[src/rtl/exs_pkg.sv]
// exs_pkg: shared types, constants and range helper for the exs_inv decoder
package exs_pkg;

    typedef enum logic [1:0] {IDLE, DIV, CHECK, DONE} state_t;

    localparam int EXT_GUARD    = 4;
    localparam int MAX_ATTEMPTS = 3;

    function automatic logic fits_signed(input logic signed [63:0] v, input int w);
        return v >= -(64'sd1 <<< (w - 1)) && v <= (64'sd1 <<< (w - 1)) - 64'sd1;
    endfunction

endpackage

[src/rtl/exs_inv_if.sv]
// exs_inv_if: request/response handshake bundle of the exs_inv decoder
interface exs_inv_if #(
    parameter int DATA_WIDTH = 32
);
    logic                         valid_i;
    logic                         ready_o;
    logic signed [DATA_WIDTH-1:0] q_i;
    logic signed [DATA_WIDTH-1:0] b_i;
    logic signed [DATA_WIDTH-1:0] c_i;
    logic signed [DATA_WIDTH-1:0] d_i;
    logic                         valid_o;
    logic                         ready_i;
    logic signed [DATA_WIDTH-1:0] a_o;
    logic                         inexact_o;
    logic                         ovf_o;

    modport slave (
        input  valid_i, q_i, b_i, c_i, d_i, ready_i,
        output ready_o, valid_o, a_o, inexact_o, ovf_o
    );

    modport master (
        output valid_i, q_i, b_i, c_i, d_i, ready_i,
        input  ready_o, valid_o, a_o, inexact_o, ovf_o
    );
endinterface

[src/rtl/exs_div_seq.sv]
// exs_div_seq: unsigned restoring divider, one quotient bit per cycle
module exs_div_seq #(
    parameter int WIDTH = 36
) (
    input  logic             clk_i,
    input  logic             rstn_i,
    input  logic             start,
    input  logic [WIDTH-1:0] dividend,
    input  logic [WIDTH-1:0] divisor,
    output logic             busy,
    output logic             done,
    output logic [WIDTH-1:0] quotient,
    output logic [WIDTH-1:0] remainder
);
    localparam int CW = $clog2(WIDTH);
    localparam logic [CW-1:0] LAST = CW'(WIDTH - 1);

    logic [WIDTH-1:0] dvs;
    logic [CW-1:0]    cnt;
    logic [WIDTH:0]   trial;

    assign trial = {remainder, quotient[WIDTH-1]} - {1'b0, dvs};
    assign done  = busy && cnt == '0;

    // shift one dividend bit into the remainder per cycle, keep it only if the subtraction does not borrow
    always_ff @(posedge clk_i) begin
        if (!rstn_i) begin
            busy      <= 1'b0;
            cnt       <= '0;
            dvs       <= '0;
            quotient  <= '0;
            remainder <= '0;
        end else if (start) begin
            busy      <= 1'b1;
            cnt       <= LAST;
            dvs       <= divisor;
            quotient  <= dividend;
            remainder <= '0;
        end else if (busy) begin
            remainder <= trial[WIDTH] ? {remainder[WIDTH-2:0], quotient[WIDTH-1]} : trial[WIDTH-1:0];
            quotient  <= {quotient[WIDTH-2:0], ~trial[WIDTH]};
            cnt       <= cnt - 1'b1;
            busy      <= cnt != '0;
        end
    end
endmodule

[src/rtl/exs_inv.sv]
// exs_inv: recovers a from q = ((a-b)*(3c+1) - 4d)/2 by retrying exact divisions
module exs_inv
    import exs_pkg::*;
#(
    parameter int DATA_WIDTH = 32
) (
    input logic      clk_i,
    input logic      rstn_i,
    exs_inv_if.slave bus
);
    localparam int W_EXT = DATA_WIDTH + EXT_GUARD;
    typedef logic signed [W_EXT-1:0] ext_t;

    state_t                       state;
    ext_t                         p0, p_cur, den, b_ext;
    ext_t                         cx, qx, dx, in_den, in_p0, next_p, start_p, quo_s, a_ext;
    logic [W_EXT-1:0]             dividend, divisor, quo, rem;
    logic [1:0]                   attempt;
    logic                         q_neg, q_zero, accept, exact, more;
    logic                         div_start, div_busy, div_done;
    logic signed [DATA_WIDTH-1:0] a_r;
    logic                         inexact_r, ovf_r;

    assign accept    = bus.valid_i && state == IDLE;
    assign cx        = ext_t'(bus.c_i);
    assign qx        = ext_t'(bus.q_i);
    assign dx        = ext_t'(bus.d_i);
    assign in_den    = (cx <<< 1) + cx + ext_t'(1);
    assign in_p0     = (qx <<< 1) + (dx <<< 2);
    assign next_p    = attempt == 2'd0 ? p0 + (q_neg ? -ext_t'(1) : ext_t'(1)) : p0 - ext_t'(1);
    assign start_p   = accept ? in_p0 : next_p;
    assign dividend  = start_p[W_EXT-1] ? -start_p : start_p;
    assign divisor   = accept ? (in_den[W_EXT-1] ? -in_den : in_den) : (den[W_EXT-1] ? -den : den);
    assign quo_s     = (p_cur[W_EXT-1] ^ den[W_EXT-1]) ? -ext_t'(quo) : ext_t'(quo);
    assign a_ext     = b_ext + quo_s;
    assign exact     = rem == '0;
    assign more      = int'(attempt) + 1 < (q_zero ? MAX_ATTEMPTS : MAX_ATTEMPTS - 1);
    assign div_start = accept || (state == CHECK && !div_busy && !exact && more);

    assign bus.ready_o   = state == IDLE;
    assign bus.valid_o   = state == DONE;
    assign bus.a_o       = a_r;
    assign bus.inexact_o = inexact_r;
    assign bus.ovf_o     = ovf_r;

    exs_div_seq #(.WIDTH(W_EXT)) u_div (
        .clk_i     (clk_i),
        .rstn_i    (rstn_i),
        .start     (div_start),
        .dividend  (dividend),
        .divisor   (divisor),
        .busy      (div_busy),
        .done      (div_done),
        .quotient  (quo),
        .remainder (rem)
    );

    // attempt sequencer: latch operands, run divisions until one is exact or attempts run out
    always_ff @(posedge clk_i) begin
        if (!rstn_i) begin
            state     <= IDLE;
            p0        <= '0;
            p_cur     <= '0;
            den       <= '0;
            b_ext     <= '0;
            q_neg     <= 1'b0;
            q_zero    <= 1'b0;
            attempt   <= '0;
            a_r       <= '0;
            inexact_r <= 1'b0;
            ovf_r     <= 1'b0;
        end else begin
            case (state)
                IDLE: if (accept) begin
                    p0      <= in_p0;
                    p_cur   <= in_p0;
                    den     <= in_den;
                    b_ext   <= ext_t'(bus.b_i);
                    q_neg   <= bus.q_i[DATA_WIDTH-1];
                    q_zero  <= bus.q_i == '0;
                    attempt <= '0;
                    state   <= DIV;
                end
                DIV: if (div_done) state <= CHECK;
                CHECK: if (!div_busy) begin
                    if (exact) begin
                        if (fits_signed(64'(a_ext), DATA_WIDTH)) a_r <= a_ext[DATA_WIDTH-1:0];
                        else ovf_r <= 1'b1;
                        state <= DONE;
                    end else if (more) begin
                        attempt <= attempt + 1'b1;
                        p_cur   <= next_p;
                        state   <= DIV;
                    end else begin
                        inexact_r <= 1'b1;
                        state     <= DONE;
                    end
                end
                DONE: if (bus.ready_i) begin
                    a_r       <= '0;
                    inexact_r <= 1'b0;
                    ovf_r     <= 1'b0;
                    state     <= IDLE;
                end
                default: state <= IDLE;
            endcase
        end
    end
endmodule

[src/flat_wrapper.sv]
// flat-port wrapper written by rule: the top's interface ports become plain ports
module exs_inv_flat import exs_pkg::*;
#(
    parameter int DATA_WIDTH = 32
)
  (clk_i, rstn_i, bus_valid_i, bus_q_i, bus_b_i, bus_c_i, bus_d_i, bus_ready_i, bus_ready_o, bus_valid_o, bus_a_o, bus_inexact_o, bus_ovf_o);
  exs_inv_if #(.DATA_WIDTH(DATA_WIDTH)) bus_i ();
  input logic clk_i;
  input logic rstn_i;
  input wire logic [$bits(bus_i.valid_i)-1:0] bus_valid_i;
  input wire logic [$bits(bus_i.q_i)-1:0] bus_q_i;
  input wire logic [$bits(bus_i.b_i)-1:0] bus_b_i;
  input wire logic [$bits(bus_i.c_i)-1:0] bus_c_i;
  input wire logic [$bits(bus_i.d_i)-1:0] bus_d_i;
  input wire logic [$bits(bus_i.ready_i)-1:0] bus_ready_i;
  output wire logic [$bits(bus_i.ready_o)-1:0] bus_ready_o;
  output wire logic [$bits(bus_i.valid_o)-1:0] bus_valid_o;
  output wire logic [$bits(bus_i.a_o)-1:0] bus_a_o;
  output wire logic [$bits(bus_i.inexact_o)-1:0] bus_inexact_o;
  output wire logic [$bits(bus_i.ovf_o)-1:0] bus_ovf_o;
  assign bus_i.valid_i = bus_valid_i;
  assign bus_i.q_i = bus_q_i;
  assign bus_i.b_i = bus_b_i;
  assign bus_i.c_i = bus_c_i;
  assign bus_i.d_i = bus_d_i;
  assign bus_i.ready_i = bus_ready_i;
  assign bus_ready_o = bus_i.ready_o;
  assign bus_valid_o = bus_i.valid_o;
  assign bus_a_o = bus_i.a_o;
  assign bus_inexact_o = bus_i.inexact_o;
  assign bus_ovf_o = bus_i.ovf_o;
  exs_inv #(.DATA_WIDTH(DATA_WIDTH)) u_core (.clk_i(clk_i), .rstn_i(rstn_i), .bus(bus_i));
endmodule
[config.mk]
export PLATFORM = sky130hd
export DESIGN_NAME = exs_inv_flat
export DESIGN_NICKNAME = d
export VERILOG_FILES = /design/src/rtl/exs_pkg.sv /design/src/rtl/exs_inv_if.sv /design/src/rtl/exs_div_seq.sv /design/src/rtl/exs_inv.sv /design/src/flat_wrapper.sv
export SDC_FILE = /design/constraint.sdc
export NUM_CORES = 1
export LEC_CHECK = 0
export CAP_MARGIN = 25
export CELL_PAD_IN_SITES_DETAIL_PLACEMENT = 1
export CELL_PAD_IN_SITES_GLOBAL_PLACEMENT = 1
export CORE_ASPECT_RATIO = 0.9
export CORE_MARGIN = 2
export CORE_UTILIZATION = 48
export CTS_BUF_LIST = sky130_fd_sc_hd__clkbuf_16
export DETAILED_ROUTE_END_ITERATION = 8
export PLACE_DENSITY = 0.93
export SLEW_MARGIN = 0
export SYNTH_ARGS = -nofsm -noshare
export SYNTH_HDL_FRONTEND = slang
export SYNTH_HIERARCHICAL = 1
export SYNTH_SLANG_ARGS = --single-unit
[constraint.sdc]
create_clock -name clk_i -period 10.4 [get_ports clk_i]
set_clock_uncertainty 0.05 [all_clocks]
set_input_delay 2.08 -clock clk_i [delete_from_list [all_inputs] [get_ports clk_i]]
set_output_delay 2.08 -clock clk_i [all_outputs]
set_load 0.03 [all_outputs]
==> impl_results.md <==
* CP Capture Type: flip-flop
* FF-to-FF path depth at 21
* Cell row count at 76
* Yosys reg bits at 256
* Initial Utilization at 48.55%
* # hold bufs at CTS at 0
* First-pass GRT wire length at 130300 um
* Die ar. at 50150 sq um
* Fin nets at 3499
* Antenna Cells at 0
* Hold path depth at 2
* Routed length per instance at 21.35 um
* GR Overflow Total at 0
* Synth Cell Area at 23220 sq um
* Worst hold path class: flip-flop to flip-flop
* Num CTS Buffers at 29
* Setup-failing EPs final at 0
* Status: complete, no violations
* Total routed wirelength at 81820 um
* FMAX at 0.1424 GHz
* Final Hold Fails at 0
* Mean Syn Cell Area at 7.416 sq um
* Final min period at 7.022 ns
* Drt initial violations at 1968
* Post-DP HPWL at 60940 um
* TritonRoute pass-1 iters at 5
* Share of synthesized registers carrying an async set or reset at 0%
* Postcts setup bufs at 0
* Peak VDD IR at 0.0001391 V
* GRT Overall Usage at 31.29%
* Synth area leaders: dfxtp_1 22%, ha_1 9.4%, nand2_1 7.3%
* PortBufs at 167
* Crit path max fanout at 5
* Switching Fraction at 43.69%
* RSZ-0062 raised after global routing: no
* Overall power at 4197 uW
* CP Launch Type: input port
* CP Class: input port to flip-flop
* Via/cell ratio at 6.362
* CTS resizes at 0
* Post-route core utilization at 54.53%
* Pre-CTS WS at 2.922 ns
* Sequential area share after synthesis at 22.07%
* Synth unique cells at 96
* CTS max path bufs at 3
* Post-synth EDFFs at 0
* Pin slew with the least headroom to its limit at 0.9463 ns
* Slew HR at 36.91%
* Data arrival, critical path at 7.45 ns
* Share of layout cells above drive strength 1 at 3.895%
* TritonCTS clock tree: done
* # IOs at 168
* Initial antenna violation count at 1
* Worst skew pair latency at 0.58 ns
* Routed vias at 24390
* Vias in the first global route at 24640
* Die Y at 212.7 um
* Yosys Warn Count at 6
* Clock slew at reported path FFs at 0.06 ns
* Crit path required time at 10.82 ns
* Antenna Nets Post-Route at 0
* Number of clock sinks at 256
* H-tree Lvls at 1
* Hold WS at 0.4154 ns
* Reg power frac at 28.1%
* Clock root cell: clkbuf_16
* Largest net degree at the start of global routing at 93
* Clock power frac at 23.2%
* DRC Markers at 0
* Gate power share at 48.7%
* Post-Syn Instances at 3131
* Post-route setup TNS at 0 ns
* Cell-internal power at 2363 uW
* Synth top area share at 22.07%
* Lkg Pwr at 0.01042 uW
* Final RePlAce weighted congestion at 1.002
* Core box area at 47830 sq um
* Max_cap viols at 0
* Fin worst setup slack at 3.378 ns
* Final period utilization at 67.52%
* Width of the die at 235.8 um
* Switching power at 1833 uW
* Pwr per Cell Area at 160.9 nW/um^2
* Synth area leader: dfxtp_1
* Synth Flop Type: dfxtp_1
* Layout overhead on the synthesized area at 12.33%
* Slew Limit Fails at 0
-- Yosys cell counts, drive strengths merged, types with 10 or more instances --
library cell    n
nand2b         27
a211o          10
or2            19
inv            99
o21a           36
buf            37
xor2          100
nand4          50
nor2          195
a21o           69
xnor2         158
nor3           40
mux2i          88
a2111oi        12
nor2b          55
a31oi          57
a311oi         11
a21oi         317
a211oi         26
o21ai         235
o21bai         20
or4            21
a21boi         11
o31ai          36
and2           60
dfxtp         256
nand2         451
and3           23
ha            175
nand4b         11
clkbuf        125
nand3          46
o211ai         30
a22o           29
or3            24
nor4           36
o2111ai        10
-- critical path: stages --
cell and delay, ns:
clkdlybuf4s50_1 0.43, ha_1 0.24, fa_1 0.44, xor2_1 0.21, nor4_1 0.32, o21ai_0 0.30, nor4_1 0.47, o211ai_1 0.30
nor4_1 0.46, nand4_1 0.31, or4_1 0.62, nor4b_1 0.51, a21oi_1 0.17, xnor2_1 0.17, nand2_1 0.09, o21ai_0 0.11
and2_1 0.20
-- power groups by stage --
stage | clock network, uW | registers (uW) | logic [uW]
after floorplan | 0 | 1150 | 1440
after global placement | 0 | 1190 | 1840
after detailed placement | 0 | 1190 | 1950
after CTS | 985 | 1180 | 1980
after global routing | 1030 | 1190 | 2210
final | 974 | 1180 | 2040
-- state kept, by name, summed over array words and instances, names as in the netlist, 6 cells and up --
register	count
u_core/p0	34
u_core/den	34
u_core/u_div/quotient	36
u_core/u_div/dvs	36
u_core/u_div/cnt	6
u_core/u_div/remainder	36
u_core/b_ext	32
u_core/bus.a_o	32
-- cell type report --
type | count | area [sq um]
Clock buffer | 29 | 725.7
Clock inverter | 24 | 142.6
Fill cell | 6001 | 21750
Inverter | 100 | 379.1
Multi-Input combinational cell | 2615 | 17100
Sequential cell | 256 | 5129
Tap cell | 624 | 780.7
Timing Repair Buffer | 185 | 1832
-- worst paths after layout --
check                           startpoint                         to  slack, ns
hold / removal               u_core/p0[30]              u_core/p0[30]       0.42
hold reg to reg              u_core/p0[30]              u_core/p0[30]       0.42
setup / recovery                bus_q_i[1]  u_core/u_div/quotient[31]       3.38
setup reg to reg  u_core/u_div/quotient[4]          u_core/bus.a_o[7]       3.56
-- cell usage in the layout, fill, tap and decap left out, types with 12 or more instances in the layout --
master,n
xor2_1,100
a31oi_1,56
o211ai_1,30
nand2_1,450
and2_1,58
nor4_1,34
and3_1,22
a2111oi_0,12
xnor2_1,156
nor2b_1,54
buf_4,15
a22o_1,29
nor3_1,40
or4_1,16
nand4_1,48
o21bai_1,20
a211oi_1,25
nor2_1,194
a21o_1,69
dfxtp_1,255
mux2i_1,88
inv_1,100
o31ai_1,36
nand2b_1,27
ha_1,175
clkdlybuf4s50_1,166
o21a_1,36
clkbuf_16,29
o21ai_0,233
or2_2,17
nand3_1,46
clkinv_2,13
or3_1,23
a21oi_1,316
-- kinds of logic (layout without fill, tap and decap cells) --
| group | Yosys count | in the layout | synth area share [%] |
|---|---|---|---|
| AND/OR/NAND/NOR | 1094 | 1094 | 22.98 |
| AO/OA/AOI/OAI | 987 | 987 | 26.79 |
| buffers and inverters | 262 | 338 | 4.456 |
| XOR/XNOR | 258 | 258 | 9.796 |
| flip-flops | 256 | 256 | 22.07 |
| adder cells (fa/ha/maj) | 180 | 180 | 9.861 |
| multiplexers | 93 | 93 | 4.036 |
| other | 1 | 3 | 0.01615 |
-- metal layers --
layer | track usage (%) | share of wire, % | vias up
li1 | - | - | 11430
met1 | 42.11 | 45 | 12000
met2 | 52.62 | 46 | 816
met3 | 4.318 | 6.1 | 145
met4 | 8.412 | 2.3 | 0
met5 | 0 | 0 | -
-- through the flow --
step / cells / area, sq um
after floorplan: 3133 / 23230
after global placement: 3776 / 25160
final: 3833 / 26080
after global routing: 3833 / 26080
after CTS: 3830 / 26050
after detailed placement: 3777 / 25180
No activity file was read; power rests on OpenSTA's default activity.
